## src/rtl/refresh_scheduler_pkg.sv

```systemverilog
// Shared types, width helpers and parameter legality for the DRAM refresh scheduler.
package refresh_pkg;

  typedef enum logic {
    PH_INIT,
    PH_RUN
  } phase_t;

  function automatic int debt_w(input int max_debt);
    return $clog2(max_debt + 1);
  endfunction

  function automatic int tmr_w(input int interval);
    return $clog2(interval);
  endfunction

  // Default-configuration widths (390-clock interval, debt limit of 8).
  localparam int DEBT_W = debt_w(8);
  localparam int TMR_W  = tmr_w(390);

  function automatic bit params_ok(input int interval, input int max_debt,
                                   input int urgent_th, input int init_refs);
    return (interval >= 2) && (urgent_th >= 1) && (urgent_th <= max_debt) &&
           (init_refs >= 0) && (init_refs <= max_debt);
  endfunction

endpackage

```

## src/rtl/refresh_scheduler_if.sv

```systemverilog
// Refresh request/acknowledge bundle between the scheduler and the DRAM controller.
interface refresh_scheduler_if #(
  parameter int DEBT_W = 4
);
  logic              RefAck;
  logic              OvrClr;
  logic              RefReq;
  logic              RefUrgent;
  logic              InitDone;
  logic              Overrun;
  logic [DEBT_W-1:0] Debt;

  modport master (
    input  RefAck, OvrClr,
    output RefReq, RefUrgent, InitDone, Overrun, Debt
  );

  modport slave (
    output RefAck, OvrClr,
    input  RefReq, RefUrgent, InitDone, Overrun, Debt
  );
endinterface

```

## src/rtl/refresh_scheduler_timer.sv

```systemverilog
// Reloadable interval down-counter; one-cycle tick every INTERVAL clocks unless held.
module refresh_interval_timer #(
  parameter int INTERVAL = 390,
  parameter int TMR_W    = 9
) (
  input  logic clk,
  input  logic rst_n,
  input  logic hold,
  output logic tick
);

  localparam logic [TMR_W-1:0] RELOAD = TMR_W'(INTERVAL - 1);

  logic [TMR_W-1:0] tmr_q, tmr_d;

  always_comb begin
    tmr_d = tmr_q - TMR_W'(1);
    if (hold || (tmr_q == '0)) tmr_d = RELOAD;
  end

  assign tick = !hold && (tmr_q == '0);

  always_ff @(posedge clk or negedge rst_n) begin
    if (!rst_n) tmr_q <= RELOAD;
    else        tmr_q <= tmr_d;
  end

endmodule

```

## src/rtl/refresh_scheduler.sv

```systemverilog
// Refresh debt tracker: periodic ticks add debt, RefAck rising edges pay it off.
//   phase   | meaning
//   PH_INIT | power-up refresh burst outstanding, interval timer held
//   PH_RUN  | normal operation, periodic ticks accumulate debt
module refresh_scheduler
  import refresh_pkg::*;
#(
  parameter int INTERVAL  = 390,
  parameter int MAX_DEBT  = 8,
  parameter int URGENT_TH = 2,
  parameter int INIT_REFS = 8
) (
  input logic                 CLK,
  input logic                 nRESET,
  refresh_scheduler_if.master ref_if
);

  localparam int DW = debt_w(MAX_DEBT);
  localparam int TW = tmr_w(INTERVAL);

  localparam logic [DW-1:0] DEBT_MAX  = DW'(MAX_DEBT);
  localparam logic [DW-1:0] DEBT_URG  = DW'(URGENT_TH);
  localparam logic [DW-1:0] DEBT_INIT = DW'(INIT_REFS);
  localparam phase_t        PHASE_RST = (INIT_REFS > 0) ? PH_INIT : PH_RUN;

  if (!params_ok(INTERVAL, MAX_DEBT, URGENT_TH, INIT_REFS)) begin : g_param_err
    $error("refresh_scheduler: illegal parameter combination");
  end

  phase_t          phase_q, phase_d;
  logic [DW-1:0]   debt_q, debt_d;
  logic            ack_q, ack_d;
  logic            ovr_q, ovr_d;
  logic            req_q, req_d;
  logic            urg_q, urg_d;
  logic            done_q, done_d;
  logic            tick;
  logic            ack_edge;
  logic            ovr_set;

  refresh_interval_timer #(
    .INTERVAL (INTERVAL),
    .TMR_W    (TW)
  ) u_timer (
    .clk   (CLK),
    .rst_n (nRESET),
    .hold  (phase_q == PH_INIT),
    .tick  (tick)
  );

  assign ack_edge = ref_if.RefAck && !ack_q;

  always_comb begin
    phase_d = phase_q;
    debt_d  = debt_q;
    ack_d   = ref_if.RefAck;
    ovr_set = 1'b0;

    // A tick and an ack edge in the same cycle cancel out.
    if (tick && !ack_edge) begin
      if (debt_q < DEBT_MAX) debt_d  = debt_q + DW'(1);
      else                   ovr_set = 1'b1;
    end else if (ack_edge && !tick) begin
      if (debt_q != '0) debt_d = debt_q - DW'(1);
      if ((phase_q == PH_INIT) && (debt_q == DW'(1))) phase_d = PH_RUN;
    end

    ovr_d = ovr_q;
    if (ovr_set)            ovr_d = 1'b1;
    else if (ref_if.OvrClr) ovr_d = 1'b0;

    // Outputs are registered from next state so they track debt with one-cycle latency.
    req_d  = (debt_d != '0);
    urg_d  = ((phase_d == PH_INIT) && (debt_d != '0)) ||
             ((phase_d == PH_RUN) && (debt_d >= DEBT_URG));
    done_d = (phase_d == PH_RUN);
  end

  always_ff @(posedge CLK or negedge nRESET) begin
    if (!nRESET) begin
      phase_q <= PHASE_RST;
      debt_q  <= DEBT_INIT;
      ack_q   <= 1'b1;
      ovr_q   <= 1'b0;
      req_q   <= (INIT_REFS > 0);
      urg_q   <= (INIT_REFS > 0);
      done_q  <= (INIT_REFS == 0);
    end else begin
      phase_q <= phase_d;
      debt_q  <= debt_d;
      ack_q   <= ack_d;
      ovr_q   <= ovr_d;
      req_q   <= req_d;
      urg_q   <= urg_d;
      done_q  <= done_d;
    end
  end

  assign ref_if.RefReq    = req_q;
  assign ref_if.RefUrgent = urg_q;
  assign ref_if.InitDone  = done_q;
  assign ref_if.Overrun   = ovr_q;
  assign ref_if.Debt      = debt_q;

endmodule

```

## src/flat_wrapper.sv

```systemverilog
// flat-port wrapper written by rule: the top's interface ports become plain ports
module refresh_scheduler_flat import refresh_pkg::*;
#(
  parameter int INTERVAL  = 390,
  parameter int MAX_DEBT  = 8,
  parameter int URGENT_TH = 2,
  parameter int INIT_REFS = 8
)
  (CLK, nRESET, ref_if_RefAck, ref_if_OvrClr, ref_if_RefReq, ref_if_RefUrgent, ref_if_InitDone, ref_if_Overrun, ref_if_Debt);
  refresh_scheduler_if ref_if_i ();
  input logic CLK;
  input logic nRESET;
  input wire logic [$bits(ref_if_i.RefAck)-1:0] ref_if_RefAck;
  input wire logic [$bits(ref_if_i.OvrClr)-1:0] ref_if_OvrClr;
  output wire logic [$bits(ref_if_i.RefReq)-1:0] ref_if_RefReq;
  output wire logic [$bits(ref_if_i.RefUrgent)-1:0] ref_if_RefUrgent;
  output wire logic [$bits(ref_if_i.InitDone)-1:0] ref_if_InitDone;
  output wire logic [$bits(ref_if_i.Overrun)-1:0] ref_if_Overrun;
  output wire logic [$bits(ref_if_i.Debt)-1:0] ref_if_Debt;
  assign ref_if_i.RefAck = ref_if_RefAck;
  assign ref_if_i.OvrClr = ref_if_OvrClr;
  assign ref_if_RefReq = ref_if_i.RefReq;
  assign ref_if_RefUrgent = ref_if_i.RefUrgent;
  assign ref_if_InitDone = ref_if_i.InitDone;
  assign ref_if_Overrun = ref_if_i.Overrun;
  assign ref_if_Debt = ref_if_i.Debt;
  refresh_scheduler #(.INTERVAL(INTERVAL), .MAX_DEBT(MAX_DEBT), .URGENT_TH(URGENT_TH), .INIT_REFS(INIT_REFS)) u_core (.CLK(CLK), .nRESET(nRESET), .ref_if(ref_if_i));
endmodule
```

## config.mk

```make
export PLATFORM = sky130hd
export DESIGN_NAME = refresh_scheduler_flat
export DESIGN_NICKNAME = d
export VERILOG_FILES = /design/src/rtl/refresh_scheduler_pkg.sv /design/src/rtl/refresh_scheduler_if.sv /design/src/rtl/refresh_scheduler_timer.sv /design/src/rtl/refresh_scheduler.sv /design/src/flat_wrapper.sv
export SDC_FILE = /design/constraint.sdc
export NUM_CORES = 1
export LEC_CHECK = 0
export ABC_AREA = 1
export CAP_MARGIN = 10
export CORE_AREA = 2 2 50 52
export DETAILED_ROUTE_END_ITERATION = 12
export DIE_AREA = 0 0 52 54
export PLACE_DENSITY_LB_ADDON = 0.2
export SYNTH_ARGS = -nofsm -noshare
export SYNTH_HDL_FRONTEND = slang
export SYNTH_HIERARCHICAL = 1
export SYNTH_SLANG_ARGS = --single-unit
```

## constraint.sdc

```tcl
create_clock -name CLK -period 2 [get_ports CLK]
set_clock_uncertainty 0.05 [all_clocks]
set_input_delay 0.5 -clock CLK [delete_from_list [all_inputs] [get_ports CLK]]
set_output_delay 0.5 -clock CLK [all_outputs]
set_load 0.01 [all_outputs]
```

==> metrics.yaml, run 1 <==
outcome: "finished, final reports clean"
path_class: "register to output pin"
cp-startpoint: "u_core/ref_if.Debt[3]$_DFF_PN1_"
first_iter_violations: 7
slew_viol_final: 0
hold_class: "register to register"
cts_sinks: 18
gp_congestion: 0.8595
cp_top_family: "flip-flops"
grt_max_degree: 19
p_comb_share_pct: 40.0
drive_gt1_share_pct: 31.97
io_buffers: 11
drtPass1Iterations: 4
crit_path_max_incr_delay_ns: 0.55
grt_antenna_before_repair: 0
die_h_microns: 54
crit_end: "ref_if_Debt[3]"
internal-power_uw: 711.4
p_per_area_mw_per_mm2: 870.9
cts_root_buf: "clkbuf_4"
worst_pin_slew_ns: 0.3329
arrival_ns: 1.37
fin_crit_sh_pct: 95.98
cap_violations: 0
start_kind: "register"
cts_tree: "built"
path_depth: 1
ys_warn_count: 6
setup_viol: 0
vias: 883
core.rowCount: 18
dieArea_sq_mm: 0.002808
drc: 0
worstPathMaxFanout: 2
dpl.hpwl_microns: 1570
grt_pass1_vias: 845
final_cell_mix: "nand2_1, inv_1, clkdlybuf4s50_1, nor2_1, dfrtp_1"
worstSetupEndpointType: "output pin"
antenna_cells: 0
reg2reg_from: "u_core/u_timer/tmr_q[0]$_DFF_PN1_"
max_freq_ghz: 0.5210
gr-total-overflow: 0
synth-seq-cells: 18
fillers: 224
syn_avg_cell_area_sq_um: 8.211
seqPwrFrac_pct: 40.8
rr_worst_depth: 12
area.growth.synth_to_final_pct: 23.21
htree_levels: 1
setup_tns_ns: 0
power.total_uw: 1128
crit_chain: "clkdlybuf4s50_1"
peakVddDrop_v: 0.0006030
cpMaxStageDelayCell: "dfstp_2"
initial_utilization_pct: 45.31
grt_pass1_wl_microns: 3553
vias_per_cell: 4.989
wl_per_cell_microns: 12.16
clock_latency_ns: 0.28
final_common_cell: "nand2_1"
p_sw_share_pct: 36.92
wl_microns: 2153
reg2reg_slack_ns: 0.09
core_sq_mm: 0.002320
clk_pin_slew_ns: 0.10
drtAntennaViolNets: 0
syn_inst: 128
hold_viol_final: 0
ctsHoldBuffers: 0
cp_num_buf_inv: 1
relSlewSlack_pct: 77.80
ios: 12
layout.nets: 156
regToRegEndpoint: "u_core/ref_if.RefReq$_DFF_PN1_"
seq_area_frac_synth_pct: 43.81
grt_usage_pct: 17.34
synth_fp_nets: 136
cts_buffer_depth: 2
syn_area_sq_mm: 0.001051
total_leakage_power_uw: 0.0006084
ys_types: 22
required_ns: 1.45
switchingPower_uw: 416.4
cts_buffers: 3
fp.dieW_microns: 52
power_frac_clock_pct: 19.2
fin_crit_ns: 1.920
-- final cells by class --
cell class | instances | area [sq um] | area share, %
multi-input cells | 88 | 536.8 | 41.45
flip-flops and latches | 18 | 460.4 | 35.56
repair buffers | 15 | 140.1 | 10.82
inverters | 22 | 83.83 | 6.473
well taps | 30 | 37.54 | 2.899
clock buffers | 4 | 36.28 | 2.802
-- cell families (layout without fill, tap and decap cells) --
logic type | Yosys count | after routing | synth area share (%)
AOI/OAI and AO/OA | 9 | 9 | 4.524
buffers and inverters | 22 | 41 | 7.976
and+or+nand+nor | 72 | 72 | 36.43
adders and majority gates | 4 | 4 | 4.762
xor gates and xnor gates | 3 | 3 | 2.500
DFF | 18 | 18 | 43.81
-- per-layer routing --
metal	global-route usage [%]	vias to the layer above	part of all wire, %
met5	0	-	0
met4	11.40	0	3.3
met3	2.222	6	2.0
met2	30.38	11	55
met1	19.83	430	40
li1	-	436	-
-- per-stage QoR --
step	setup WS (ns)	std cells	area (sq um)	hold WS, ns	utilization (%)
floorplan	0.1198	128	1051	0.1544	-
global placement	-0.005918	171	1214	0.3898	52.32
detailed placement	-0.06876	171	1214	0.3933	52.32
CTS	0.001200	176	1260	0.4201	54.32
global route	-0.01848	177	1295	0.4312	55.83
finish	0.08050	177	1295	0.4219	55.83
-- state kept, by name, summed over array words and instances, names as in the netlist --
register / count
u_core/u_timer/tmr_q: 9
u_core/ref_if.RefReq: 1
u_core/ref_if.Overrun: 1
u_core/ref_if.Debt: 4
u_core/ref_if.InitDone: 1
u_core/ack_q: 1
u_core/ref_if.RefUrgent: 1
-- worst reg2reg max path, cell delays in order (launching register included) --
cell and delay (ns):
dfstp_2 0.54, inv_1 0.05, ha_2 0.19, nand2_2 0.07
nor2_2 0.05, nand2_2 0.11, nor2_4 0.06, nor2_4 0.20
nand3_2 0.10, nand3_1 0.11, nand2_2 0.08, nor2_4 0.12
nand3_2 0.09
-- repair_timing --
item | CTS | global route
setup endpoints to repair | 3 | 2
buffers inserted | 1 | 1
gates cloned | 0 | 0
gates resized for setup | 1 | 7
pin swaps | 0 | 3
-- worst min path at each step --
| stage | to | cells after the start | startpoint |
|---|---|---|---|
| after global placement | u_core/u_timer/tmr_q[0]$_DFF_PN1_ | 1 | u_core/u_timer/tmr_q[0]$_DFF_PN1_ |
| after detailed placement | u_core/u_timer/tmr_q[0]$_DFF_PN1_ | 1 | u_core/u_timer/tmr_q[0]$_DFF_PN1_ |
| after global routing | u_core/u_timer/tmr_q[0]$_DFF_PN1_ | 1 | u_core/u_timer/tmr_q[0]$_DFF_PN1_ |
| final | u_core/u_timer/tmr_q[0]$_DFF_PN1_ | 1 | u_core/u_timer/tmr_q[0]$_DFF_PN1_ |
| after floorplan | u_core/ref_if.Debt[0]$_DFF_PN0_ | 0 | nRESET |
| after CTS | u_core/u_timer/tmr_q[0]$_DFF_PN1_ | 1 | u_core/u_timer/tmr_q[0]$_DFF_PN1_ |
-- Yosys cell counts (all sizes together) --
library cell	n	area, sq um
nand4	1	6.260
o211ai	1	7.510
a21oi	2	10.01
nor2	17	83.83
o21ai	6	30.03
dfrtp	10	250.2
xor2	2	17.52
inv	21	78.83
ha	4	50.05
xnor2	1	8.760
clkinv	1	5.000
nand2	38	190.2
nor3	2	10.01
nand3	14	92.59
dfstp	8	210.2
-- power groups by stage --
stage,clock [uW],combinational (uW),sequential [uW]
after floorplan,0,234,494
after global placement,0,390,482
after detailed placement,0,401,480
after CTS,230,432,461
after global routing,241,498,468
final,216,451,460
(Power assumes the default switching activity.)
==> inputs of run 2 (changes only) <==
CORE_AREA = 2 2 48 50   (was 2 2 50 52)
DIE_AREA = 0 0 50 52   (was 0 0 52 54)
SKIP_CTS_REPAIR_TIMING = 1   (was default)
clock period = 2.15 ns   (was 2 ns; I/O delays follow)
==> metrics.yaml, run 2 (synthesis results as in run 1) <==
largest_reg_flops: 9
seqPwrFrac_pct: 43.2
reg2reg_from: "u_core/u_timer/tmr_q[0]$_DFF_PN1_"
initial_utilization_pct: 49.91
cp_top_family: "flip-flops"
gr-total-overflow: 0
cp-startpoint: "u_core/ref_if.Debt[3]$_DFF_PN1_"
grt_max_degree: 19
total_leakage_power_uw: 0.0005951
clock_latency_ns: 0.30
crit_path_max_incr_delay_ns: 0.62
switchingPower_uw: 377.8
final_common_cell: "nand2_1"
power_frac_clock_pct: 20.4
p_sw_share_pct: 36.78
htree_levels: 1
grt_pass1_vias: 730
setup_viol: 0
ios: 12
first_iter_violations: 12
cts_sinks: 18
slew_viol_final: 0
drc: 0
wl_per_cell_microns: 11.07
core.rowCount: 17
layout.cells.non_filler: 172
reg2reg_slack_ns: 0.21
arrival_ns: 1.47
antenna_cells: 0
power.total_uw: 1027
dieArea_sq_mm: 0.002600
worstPathMaxFanout: 8
cpMaxStageDelayCell: "dfstp_2"
path_class: "register to output pin"
finalInstanceArea_sq_mm: 0.001247
cts_root_buf: "clkbuf_4"
fin_crit_ns: 2.054
drtAntennaViolNets: 0
postPlaceCellArea_sq_mm: 0.001204
dp_cells: 168
gp_congestion: 0.7949
worst_pin_slew_ns: 0.3626
drive_gt1_share_pct: 26.39
required_ns: 1.56
crit_chain: "clkdlybuf4s50_1"
fillers: 182
peakVddDrop_v: 0.0005766
drtPass1Iterations: 4
cts_tree: "built"
vias_per_cell: 4.686
area.growth.synth_to_final_pct: 18.69
final_cell_mix: "nand2_1, inv_1, nor2_1"
max_freq_ghz: 0.4869
core_sq_mm: 0.002106
io_buffers: 11
start_kind: "register"
grt_usage_pct: 17.61
vias: 806
hold_viol_final: 0
hold_start: "u_core/u_timer/tmr_q[0]$_DFF_PN1_"
die_h_microns: 52
internal-power_uw: 649.3
worstSetupEndpointType: "output pin"
rsz0062_at_grt: "false"
cts_buffers: 3
p_per_area_mw_per_mm2: 823.4
hold_class: "register to register"
outcome: "finished, final reports clean"
layout.nets: 153
regMostFlops: "u_core/u_timer/tmr_q"
grt_pass1_wl_microns: 3339
p_comb_share_pct: 36.4
fin_crit_sh_pct: 95.52
cp_num_buf_inv: 1
wl_microns: 1904
cts_buffer_depth: 2
grt_antenna_before_repair: 0
relSlewSlack_pct: 75.83
cap_violations: 0
setup_tns_ns: 0
clk_pin_slew_ns: 0.11
fp.dieW_microns: 50
dpl.hpwl_microns: 1513
[run 2: cell types whose count changed in the layout (fill, tap and decap cells not counted), sizes merged]
cell,previous run,this run
buf,4,1
[run 2: stage by stage]
step	hold slack [ns]	setup WS [ns]	util (%)
after detailed placement	0.3924	0.08099	57.16
after global placement	0.3922	0.1124	57.16
final	0.4150	0.09635	59.24
after floorplan	0.1919	0.2698	-
after global routing	0.4297	0.03567	59.24
after CTS	0.4190	0.04964	58.88
[run 2: cell type report]
type | instances | area [sq um] | area share, %
multi-input combinational | 88 | 514.2 | 41.22
inverter | 22 | 83.83 | 6.720
clock buffer | 4 | 36.28 | 2.909
tap | 28 | 35.03 | 2.808
sequential | 18 | 460.4 | 36.91
timing repair buffer | 12 | 117.6 | 9.428
[run 2: power by group through the flow]
| stage | logic [uW] | registers [uW] | clock network (uW) |
|---|---|---|---|
| 2_1_floorplan | 218 | 459 | 0 |
| 3_3_place_gp | 364 | 446 | 0 |
| 3_5_place_dp | 374 | 450 | 0 |
| 4_1_cts | 375 | 444 | 217 |
| 5_1_grt | 413 | 451 | 231 |
| 6_report | 374 | 443 | 210 |
[run 2: per-layer routing]
layer / vias to the layer above / track usage [%] / routed length, microns
met1: 365 / 24.91 / 969
met3: 4 / 5.460 / 86
met2: 12 / 25.00 / 822
met4: 0 / 6.944 / 25
li1: 425 / - / -
met5: - / 0 / 0
[run 2: worst paths after layout]
| path | to | depth (start not counted) |
|---|---|---|
| max | ref_if_Debt[3] | 1 |
| min | u_core/u_timer/tmr_q[0]$_DFF_PN1_ | 1 |
| max reg2reg | u_core/ref_if.RefUrgent$_DFF_PN1_ | 12 |
| min reg2reg | u_core/u_timer/tmr_q[0]$_DFF_PN1_ | 1 |
| max in group asynchronous | u_core/ref_if.RefReq$_DFF_PN1_ | 2 |
| min in group asynchronous | u_core/u_timer/tmr_q[4]$_DFF_PN0_ | 2 |
